===== config.mk =====
export PLATFORM = sky130hd
export DESIGN_NAME = tone_detector
export DESIGN_NICKNAME = d
export VERILOG_FILES = /design/src/rtl/tone_detector.sv
export SDC_FILE = /design/constraint.sdc
export NUM_CORES = 1
export LEC_CHECK = 0
export CAP_MARGIN = 30
export CORE_ASPECT_RATIO = 0.7
export CORE_UTILIZATION = 38
export CTS_CLUSTER_DIAMETER = 30
export DETAILED_ROUTE_END_ITERATION = 12
export GPL_ROUTABILITY_DRIVEN = 0
export HOLD_SLACK_MARGIN = 0.06
export PLACE_DENSITY = 0.51
export SYNTH_ARGS = -nofsm -noshare
export SYNTH_HDL_FRONTEND = slang
export SYNTH_SLANG_ARGS = --single-unit

===== constraint.sdc =====
create_clock -name clk -period 6.3 [get_ports clk]
set_input_delay 1.575 -clock clk [delete_from_list [all_inputs] [get_ports clk]]
set_output_delay 1.575 -clock clk [all_outputs]
set_load 0.005 [all_outputs]

===== src/rtl/tone_detector.sv =====
`timescale 1ns/1ps
`default_nettype none
// ============================================================================
//  Module   : tone_detector
//  Brief    : Measures the period of a 1-bit square-wave tone and reports
//             which jingle note (or silence / unknown) it is.
//  Revision : 1.0  initial release
// ============================================================================
module tone_detector #(
   parameter int unsigned CLK_FREQ  = 50_000_000,
   parameter int unsigned MIN_FREQ  = 200,
   parameter int unsigned MAX_FREQ  = 2000,
   parameter int unsigned STABLE_N  = 3,
   parameter int unsigned TOL_SHIFT = 6
) (
   input  logic        clk,
   input  logic        reset,
   input  logic        tone_in,
   output logic        note_valid,
   output logic [3:0]  note_code,
   output logic [31:0] period,
   output logic        tone_active
);

   localparam logic [31:0] c_timeout    = 32'(CLK_FREQ / MIN_FREQ);
   localparam logic [31:0] c_min_period = 32'(CLK_FREQ / MAX_FREQ);
   localparam int          c_num_notes  = 7;
   localparam logic [3:0]  c_code_unk   = 4'd15;
   localparam int          c_cw         = $clog2(STABLE_N + 1);
   localparam logic [c_cw-1:0] c_stable = c_cw'(STABLE_N);

   function automatic int unsigned note_freq(input int k);
      case (k)
         0:       return 415;
         1:       return 523;
         2:       return 554;
         3:       return 622;
         4:       return 698;
         5:       return 740;
         default: return 830;
      endcase
   endfunction

   typedef enum logic [0:0] {SILENT = 1'b0, TRACKING = 1'b1} state_t;

   state_t            r_state;
   logic              r_sync1, r_sync2, r_hist, r_rise;
   logic [31:0]       r_cnt;
   logic              r_cls_valid;
   logic [3:0]        r_cls_code;
   logic [31:0]       r_cls_meas;
   logic [3:0]        r_cand;
   logic [c_cw-1:0]   r_cand_cnt;

   logic              w_rise;
   logic [31:0]       w_meas;
   logic [c_num_notes-1:0] w_match;
   logic [3:0]        w_code;
   logic [3:0]        w_next_cand;
   logic [c_cw-1:0]   w_next_cc;

   assign w_rise      = r_sync2 & ~r_hist;
   assign w_meas      = r_cnt + 32'd1;
   assign tone_active = (r_state == TRACKING);

   // One window comparator per table entry; nominal periods fold to constants.
   generate
      for (genvar k = 0; k < c_num_notes; k++) begin : g_note
         localparam logic [31:0] c_nom = 32'(CLK_FREQ / note_freq(k));
         localparam logic [32:0] c_tol = {1'b0, c_nom >> TOL_SHIFT};
         logic signed [32:0] w_diff;
         logic [32:0]        w_abs;
         assign w_diff     = $signed({1'b0, w_meas}) - $signed({1'b0, c_nom});
         assign w_abs      = w_diff[32] ? $unsigned(-w_diff) : $unsigned(w_diff);
         assign w_match[k] = (w_abs <= c_tol);
      end
   endgenerate

   always_comb begin
      w_code = c_code_unk;
      if (w_meas >= c_min_period) begin
         for (int k = c_num_notes - 1; k >= 0; k--) begin
            if (w_match[k]) w_code = 4'(k + 1);
         end
      end
   end

   always_comb begin
      w_next_cand = r_cls_code;
      w_next_cc   = c_cw'(1);
      if (r_cls_code == r_cand)
         w_next_cc = (r_cand_cnt >= c_stable) ? c_stable : r_cand_cnt + c_cw'(1);
   end

   always_ff @(posedge clk or posedge reset) begin
      if (reset) begin
         r_state     <= SILENT;
         r_sync1     <= 1'b0;
         r_sync2     <= 1'b0;
         r_hist      <= 1'b0;
         r_rise      <= 1'b0;
         r_cnt       <= '0;
         r_cls_valid <= 1'b0;
         r_cls_code  <= '0;
         r_cls_meas  <= '0;
         r_cand      <= '0;
         r_cand_cnt  <= '0;
         note_valid  <= 1'b0;
         note_code   <= '0;
         period      <= '0;
      end else begin
         r_sync1     <= tone_in;
         r_sync2     <= r_sync1;
         r_hist      <= r_sync2;
         r_rise      <= w_rise;
         note_valid  <= 1'b0;
         r_cls_valid <= 1'b0;
         case (r_state)
            SILENT: begin
               r_cnt <= '0;
               if (r_rise) begin
                  r_state    <= TRACKING;
                  r_cand_cnt <= '0;
               end
            end
            default: begin
               // A rise on the timeout cycle still counts as a period.
               if (r_rise) begin
                  r_cnt       <= '0;
                  r_cls_valid <= 1'b1;
                  r_cls_code  <= w_code;
                  r_cls_meas  <= w_meas;
               end else if (r_cnt >= c_timeout) begin
                  r_state <= SILENT;
                  r_cnt   <= '0;
                  if (note_code != 4'd0) begin
                     note_code  <= 4'd0;
                     period     <= '0;
                     note_valid <= 1'b1;
                  end
               end else begin
                  r_cnt <= r_cnt + 32'd1;
               end
            end
         endcase
         if (r_cls_valid) begin
            r_cand     <= w_next_cand;
            r_cand_cnt <= w_next_cc;
            if (w_next_cc == c_stable && w_next_cand != note_code) begin
               note_code  <= w_next_cand;
               period     <= r_cls_meas;
               note_valid <= 1'b1;
            end
         end
      end
   end

endmodule
`default_nettype wire


* After elaboration in Yosys (flattened, before gate mapping)
Index checks and enable logic that the tools add are counted.
Storage, ports and cells: bits of input ports 3, flip-flop bits (word level) 117, output and inout bits 38, logic and storage cells 97
Operators by class: magnitude comparators 10, bitwise operators 2, eq/ne operators 4, add/sub/neg operators 16, reductions and logical operators 5, multiplexer cells 46
Operator list (number):
- 32-bit 2-to-1 mux | 9
- 33-bit 2-to-1 mux | 7
- 33-bit negation | 7
- 33-bit by 11-bit less-or-equal comparator with 1-bit output (second input constant) | 6
- 32-bit by 17-bit subtractor with 33-bit output (second input constant) | 6
- 4-bit 2-to-1 mux | 14
- 33-bit by 10-bit less-or-equal comparator with 1-bit output (second input constant) | 1
- 32-bit by 16-bit subtractor with 33-bit output (second input constant) | 1
- 32-bit by 1-bit adder with 32-bit output (second input constant) | 1
- 32-bit by 15-bit >= comparator with 1-bit output (second input constant) | 1
- 32-bit by 18-bit >= comparator with 1-bit output (second input constant) | 1
- 1-bit 2-to-1 mux | 11
- 2-bit 2-to-1 mux | 5
- 4-bit == test | 1
- 4-bit inequality test | 1
- 2-bit AND reduction | 2
- 4-bit nonzero test | 1
- 2-bit by 1-bit adder with 2-bit output (second input constant) | 1
- 2-bit == test (second input constant) | 1
- 2-bit >= comparator (second input constant) | 1
- 2-bit by 1-bit inequality test with 1-bit output (second input constant) | 1
- 2-bit nonzero test | 1
- 1-bit AND | 1
- 1-bit logical AND | 1
- 1-bit NOT | 1

* Depth between registers and ports, before layout
depth in word-level cells 13, gate-level depth with buffers 22, gate-level depth less buffers 18

* Worst setup path after synthesis
Ideal clock, no wire load.
path type reg2reg, from register r_cnt[0], to register r_cls_code[1], period minus slack after synthesis 5.245 ns, stages on the path, launching flop included 23, data required time 6.181 ns, path slack 1.055 ns, buffers on the path 5, arrival 5.126 ns, setup time 0.119 ns, path through dfrtp_1 > buf_2 > buf_1 > inv_1 > ha_1 > clkbuf_1 > inv_1 > ha_1 > buf_2 > nand2_1 > o21ba_2 > clkbuf_1 > nand4_1 > a21oi_1 > a2bb2oi_1 > o211ai_1 > nor4_1 > or4b_1 > a21oi_1 > o22ai_1 > or4_1 > a31oi_1 > nor2_1
Between the ends: elaborated cells between the ends (all ways) 33, classes of those cells 13 x add/sub; 7 x order compare; 13 x mux
RTL lines:
- start: declaration | RTL line 48 | logic [31:0] r_cnt;
- start signal: assignment | RTL line 142 | r_cnt <= r_cnt + 32'd1;
- 32-bit by 1-bit adder with 32-bit output (*) | RTL line 63 | assign w_meas = r_cnt + 32'd1;
- 32-bit by 17-bit subtractor with 33-bit output (*) | RTL line 73 | assign w_diff = $signed({1'b0, w_meas}) - $signed({1'b0, c_nom});
- named net g_note[1].w_diff[0] | RTL line 71 | logic signed [32:0] w_diff;
- 33-bit negation | RTL line 74 | assign w_abs = w_diff[32] ? $unsigned(-w_diff) : $unsigned(w_diff);
- 33-bit 2-to-1 mux (*) | RTL line 74
- 33-bit by 11-bit less-or-equal comparator with 1-bit output (*) | RTL line 75 | assign w_match[k] = (w_abs <= c_tol);
- 4-bit 2-to-1 mux (*) (2 in a row) | RTL line 83 | if (w_match[k]) w_code = 4'(k + 1);
- 4-bit 2-to-1 mux (*) | RTL line 81 | if (w_meas >= c_min_period) begin
- end signal: assignment | RTL line 131 | r_cls_code <= w_code;
- end: declaration | RTL line 50 | logic [3:0] r_cls_code;
The timed path passes the listed nets; every way through them passes the cells marked *. A chain may end at the register's enable or synchronous reset.

* Worst setup path in the final report
Same ends and word-level chain as after synthesis.

==> results.md <==
* Power Density at 135.9 nW/µm²
* Dominant synthesized flop cell: dfrtp_1
* Global-route wire length before repair at 88.29 mm
* Root buffer cell: clkbuf_16
* Cell Rows at 56
* Final total power at 2.056 mW
* Clk sinks at 117
* Starting Density at 38.95%
* DRT antenna net count at 0
* Synth Warn # at 0
* Initial DRC Count at 2171
* Slowest cell on crit path: nor4_1
* Most frequent cells in the layout: 187 x nand2_1, 152 x nor2_1, 128 x o21ai_0
* Mapped Area at 13180 µm²
* # placed instances at 2283
* Share of synthesized registers carrying an async set or reset at 100.0%
* Worst slew margin at 27.78%
* GR Util met2 at 43.67%
* Largest net degree at the start of global routing at 50
* Post-CTS Hold Buffers at 0
* Port bufs at 40
* Unrepaired setup endpoints after global routing: no
* Post-synthesis mux area share at 2.221%
* Hold WC Path Type: flop to flop
* Largest family of logic cells by synthesized area: simple AND/OR/NAND/NOR gates
* Area grow syn2layout at 14.79%
* Cells after Synth at 1796
* CTS Buf Count at 17
* Post-synth cell types at 93
* Worst path bufs/invs at 4
* Via/cell ratio at 6.654
* Max IR drop VDD at 0.0001801 V
* CTS tree: built
* ANT cells at 0
* Hold Vio Cnt, Final at 0
* TritonRoute pass-1 iters at 6
* Critical Path Fanout Max at 13
* Leak at 5.412 nW
* Filler instances at 3545
* Antenna violations before repair at 1
* Final setup violation count at 0
* Max-cap check violation count at 0
* CP startpoint kind: flop
* Number of global-route vias before repair at 14060
* GRT overflow at 0
* Crit-path cells: buf_4 -> inv_1 -> ha_1 -> buf_4 -> inv_1 -> ha_1 -> nand2_1 -> o21ba_2 -> nand4_1 -> o32a_1 -> o21ai_0 -> nand3_1 -> nor4_1 -> or4b_1 -> a21oi_1 -> o22ai_1 -> or4_1 -> a31oi_1 -> nor2_1
* Die area at 35440 µm²
* CP delay by family, top: simple AND/OR/NAND/NOR gates
* Gr busiest metal: met1
* Max clock buf depth at 2
* Layout cells sized above 1 at 10.26%
* Remaining DRCs at 0
* I/O pin count at 41
* Largest stage delay, worst path at 0.57 ns
* # nets final at 1858
* Data arrival, critical path at 6.39 ns
* TNS Setup at 0 ns
* Most common cell after layout, fill and taps aside: nand2_1
* Die H at 157.8 µm
* Crit path kind: flop to flop
* Clk Latency, worst-skew pair at 0.45 ns
* Post-CTS Setup Inserts at 0
* Post-route minimum period at 6.054 ns
* Vias at 15400
* Max Fclk at 165.2 MHz
* Endpoint class of the critical path: flop
* Die W at 224.6 µm
* Post-synth EDFFs at 0
* Post-detailed-route wirelength per cell at 25.54 µm
* Run status: finished, final reports clean
* Fin crit share at 96.09%
* Post-Layout Cell Count at 2315
* Req. time, crit path at 6.63 ns
* Register bit total from synthesis at 117
* Simple-Gate Fraction of Synth Area at 29.71%
* Global Route Usage Sum at 33.18%
* Grt met3 use at 15.31%
* M1 GR Usage at 47.51%
* Post-CTS Resized at 0
* Adder-cell area share of the yosys netlist at 1.614%
* Core area at 33840 µm²
* H-tree levels at 4
* Total Wirelength at 59.12 mm
* Post-synthesis compound-gate area fraction at 29.29%
* Post-Synth XOR/XNOR Area at 10.21%
* Dpl hpwl at 46.05 mm
* Seq/Total Area, Yosys at 22.21%
* Syn_area_per_cell at 7.339 µm²
* Worst-Margin Slew at 1.076 ns
* Slew Limit Fails at 0
* Clock transition at path regs at 0.07 ns
* Clock skew at 0.01280 ns
==> kinds of logic (layout without fill, tap and decap cells) <==
logic type,count (synthesis),in the layout
AOI/OAI and AO/OA,562,562
xor gates and xnor gates,152,152
adders and majority gates,17,17
buffers and inverters,154,196
DFF,117,117
muxes,28,28
other,1,14
and+or+nand+nor,765,765
==> power breakdown <==
part           internal (mW)  total, mW  switching (mW)
Clock                  0.643       1.09           0.448
Sequential             0.785      0.817          0.0319
Combinational         0.0508      0.149          0.0981
==> cell type report <==
type / count / area (µm²) / area share (%)
Multi-Input combinational cell: 1538 / 9732 / 64.32
Sequential cell: 117 / 2928 / 19.35
Timing Repair Buffer: 138 / 1154 / 7.625
Tap cell: 464 / 580.6 / 3.837
Clock buffer: 17 / 425.4 / 2.812
Clock inverter: 15 / 210.2 / 1.389
Inverter: 26 / 100.1 / 0.6616
==> cells in the mapped netlist (all sizes together), types with 16 or more instances <==
cell,instances,share of area [%]
inv,25,0.71
nand2,188,5.4
nand3,76,3.0
or4,19,1.2
a21oi,94,3.6
xor2,37,2.5
o211ai,35,2.0
nor4,50,2.4
nor3,79,3.1
buf,37,1.4
ha,17,1.6
and2,24,1.1
dfrtp,117,22
mux2i,18,1.4
nor2,154,4.4
xnor2,114,7.6
nand4,49,2.5
o2111ai,20,1.3
o21ai,133,5.1
a31oi,35,1.7
or3,27,1.3
and3,22,1.0
a211oi,27,1.6
o22ai,16,0.76
o31ai,20,1.2
a22o,34,2.3
nand2b,17,0.81
clkbuf,91,2.6
==> worst paths after layout <==
check	startpoint	to	slack (ns)	depth (start not counted)
worst max-delay path	r_cnt[0]	r_cls_code[1]	0.25	19
worst min-delay path	r_sync1	r_sync2	0.37	0
worst max register to register	r_cnt[0]	r_cls_code[1]	0.25	19
worst min register to register	r_sync1	r_sync2	0.37	0
max in group asynchronous	reset	r_cnt[13]	3.77	3
min in group asynchronous	reset	note_valid	1.56	2
==> worst reg2reg max path, cell delays in order, from the launching register on <==
cell and delay [ns]:
dfrtp_1 0.50, buf_4 0.29, inv_1 0.17, ha_1 0.30
buf_4 0.18, inv_1 0.35, ha_1 0.25, nand2_1 0.09
o21ba_2 0.39, nand4_1 0.37, o32a_1 0.47, o21ai_0 0.21
nand3_1 0.26, nor4_1 0.57, or4b_1 0.49, a21oi_1 0.17
o22ai_1 0.10, or4_1 0.49, a31oi_1 0.22, nor2_1 0.05
==> layer usage <==
layer	part of all wire, %	wire (µm)	up-vias
met5	0.020	12	-
met1	44	25930	7350
met4	1.7	1031	2
met3	16	9385	118
met2	38	22760	1043
li1	-	-	6890
==> sequential cells by signal (all words and copies together), names as in the netlist, 2 cells and up <==
register    cells
r_cls_code      4
r_cls_meas     32
r_cnt          32
note_code       4
r_cand_cnt      2
period         32
r_cand          4
==> metrics by stage <==
| step | cell area, µm² | hold slack, ns | utilization (%) | worst slack (ns) |
|---|---|---|---|---|
| CTS | 15130 | 0.3763 | 44.71 | 0.4116 |
| floorplan | 13230 | 0.3312 | - | 1.055 |
| global placement | 14460 | 0.3675 | 42.73 | 0.5920 |
| detailed placement | 14490 | 0.3614 | 42.83 | 0.4721 |
| global route | 15130 | 0.3761 | 44.71 | 0.06171 |
| finish | 15130 | 0.3673 | 44.71 | 0.2463 |
No activity file was read; power rests on OpenSTA's default activity.
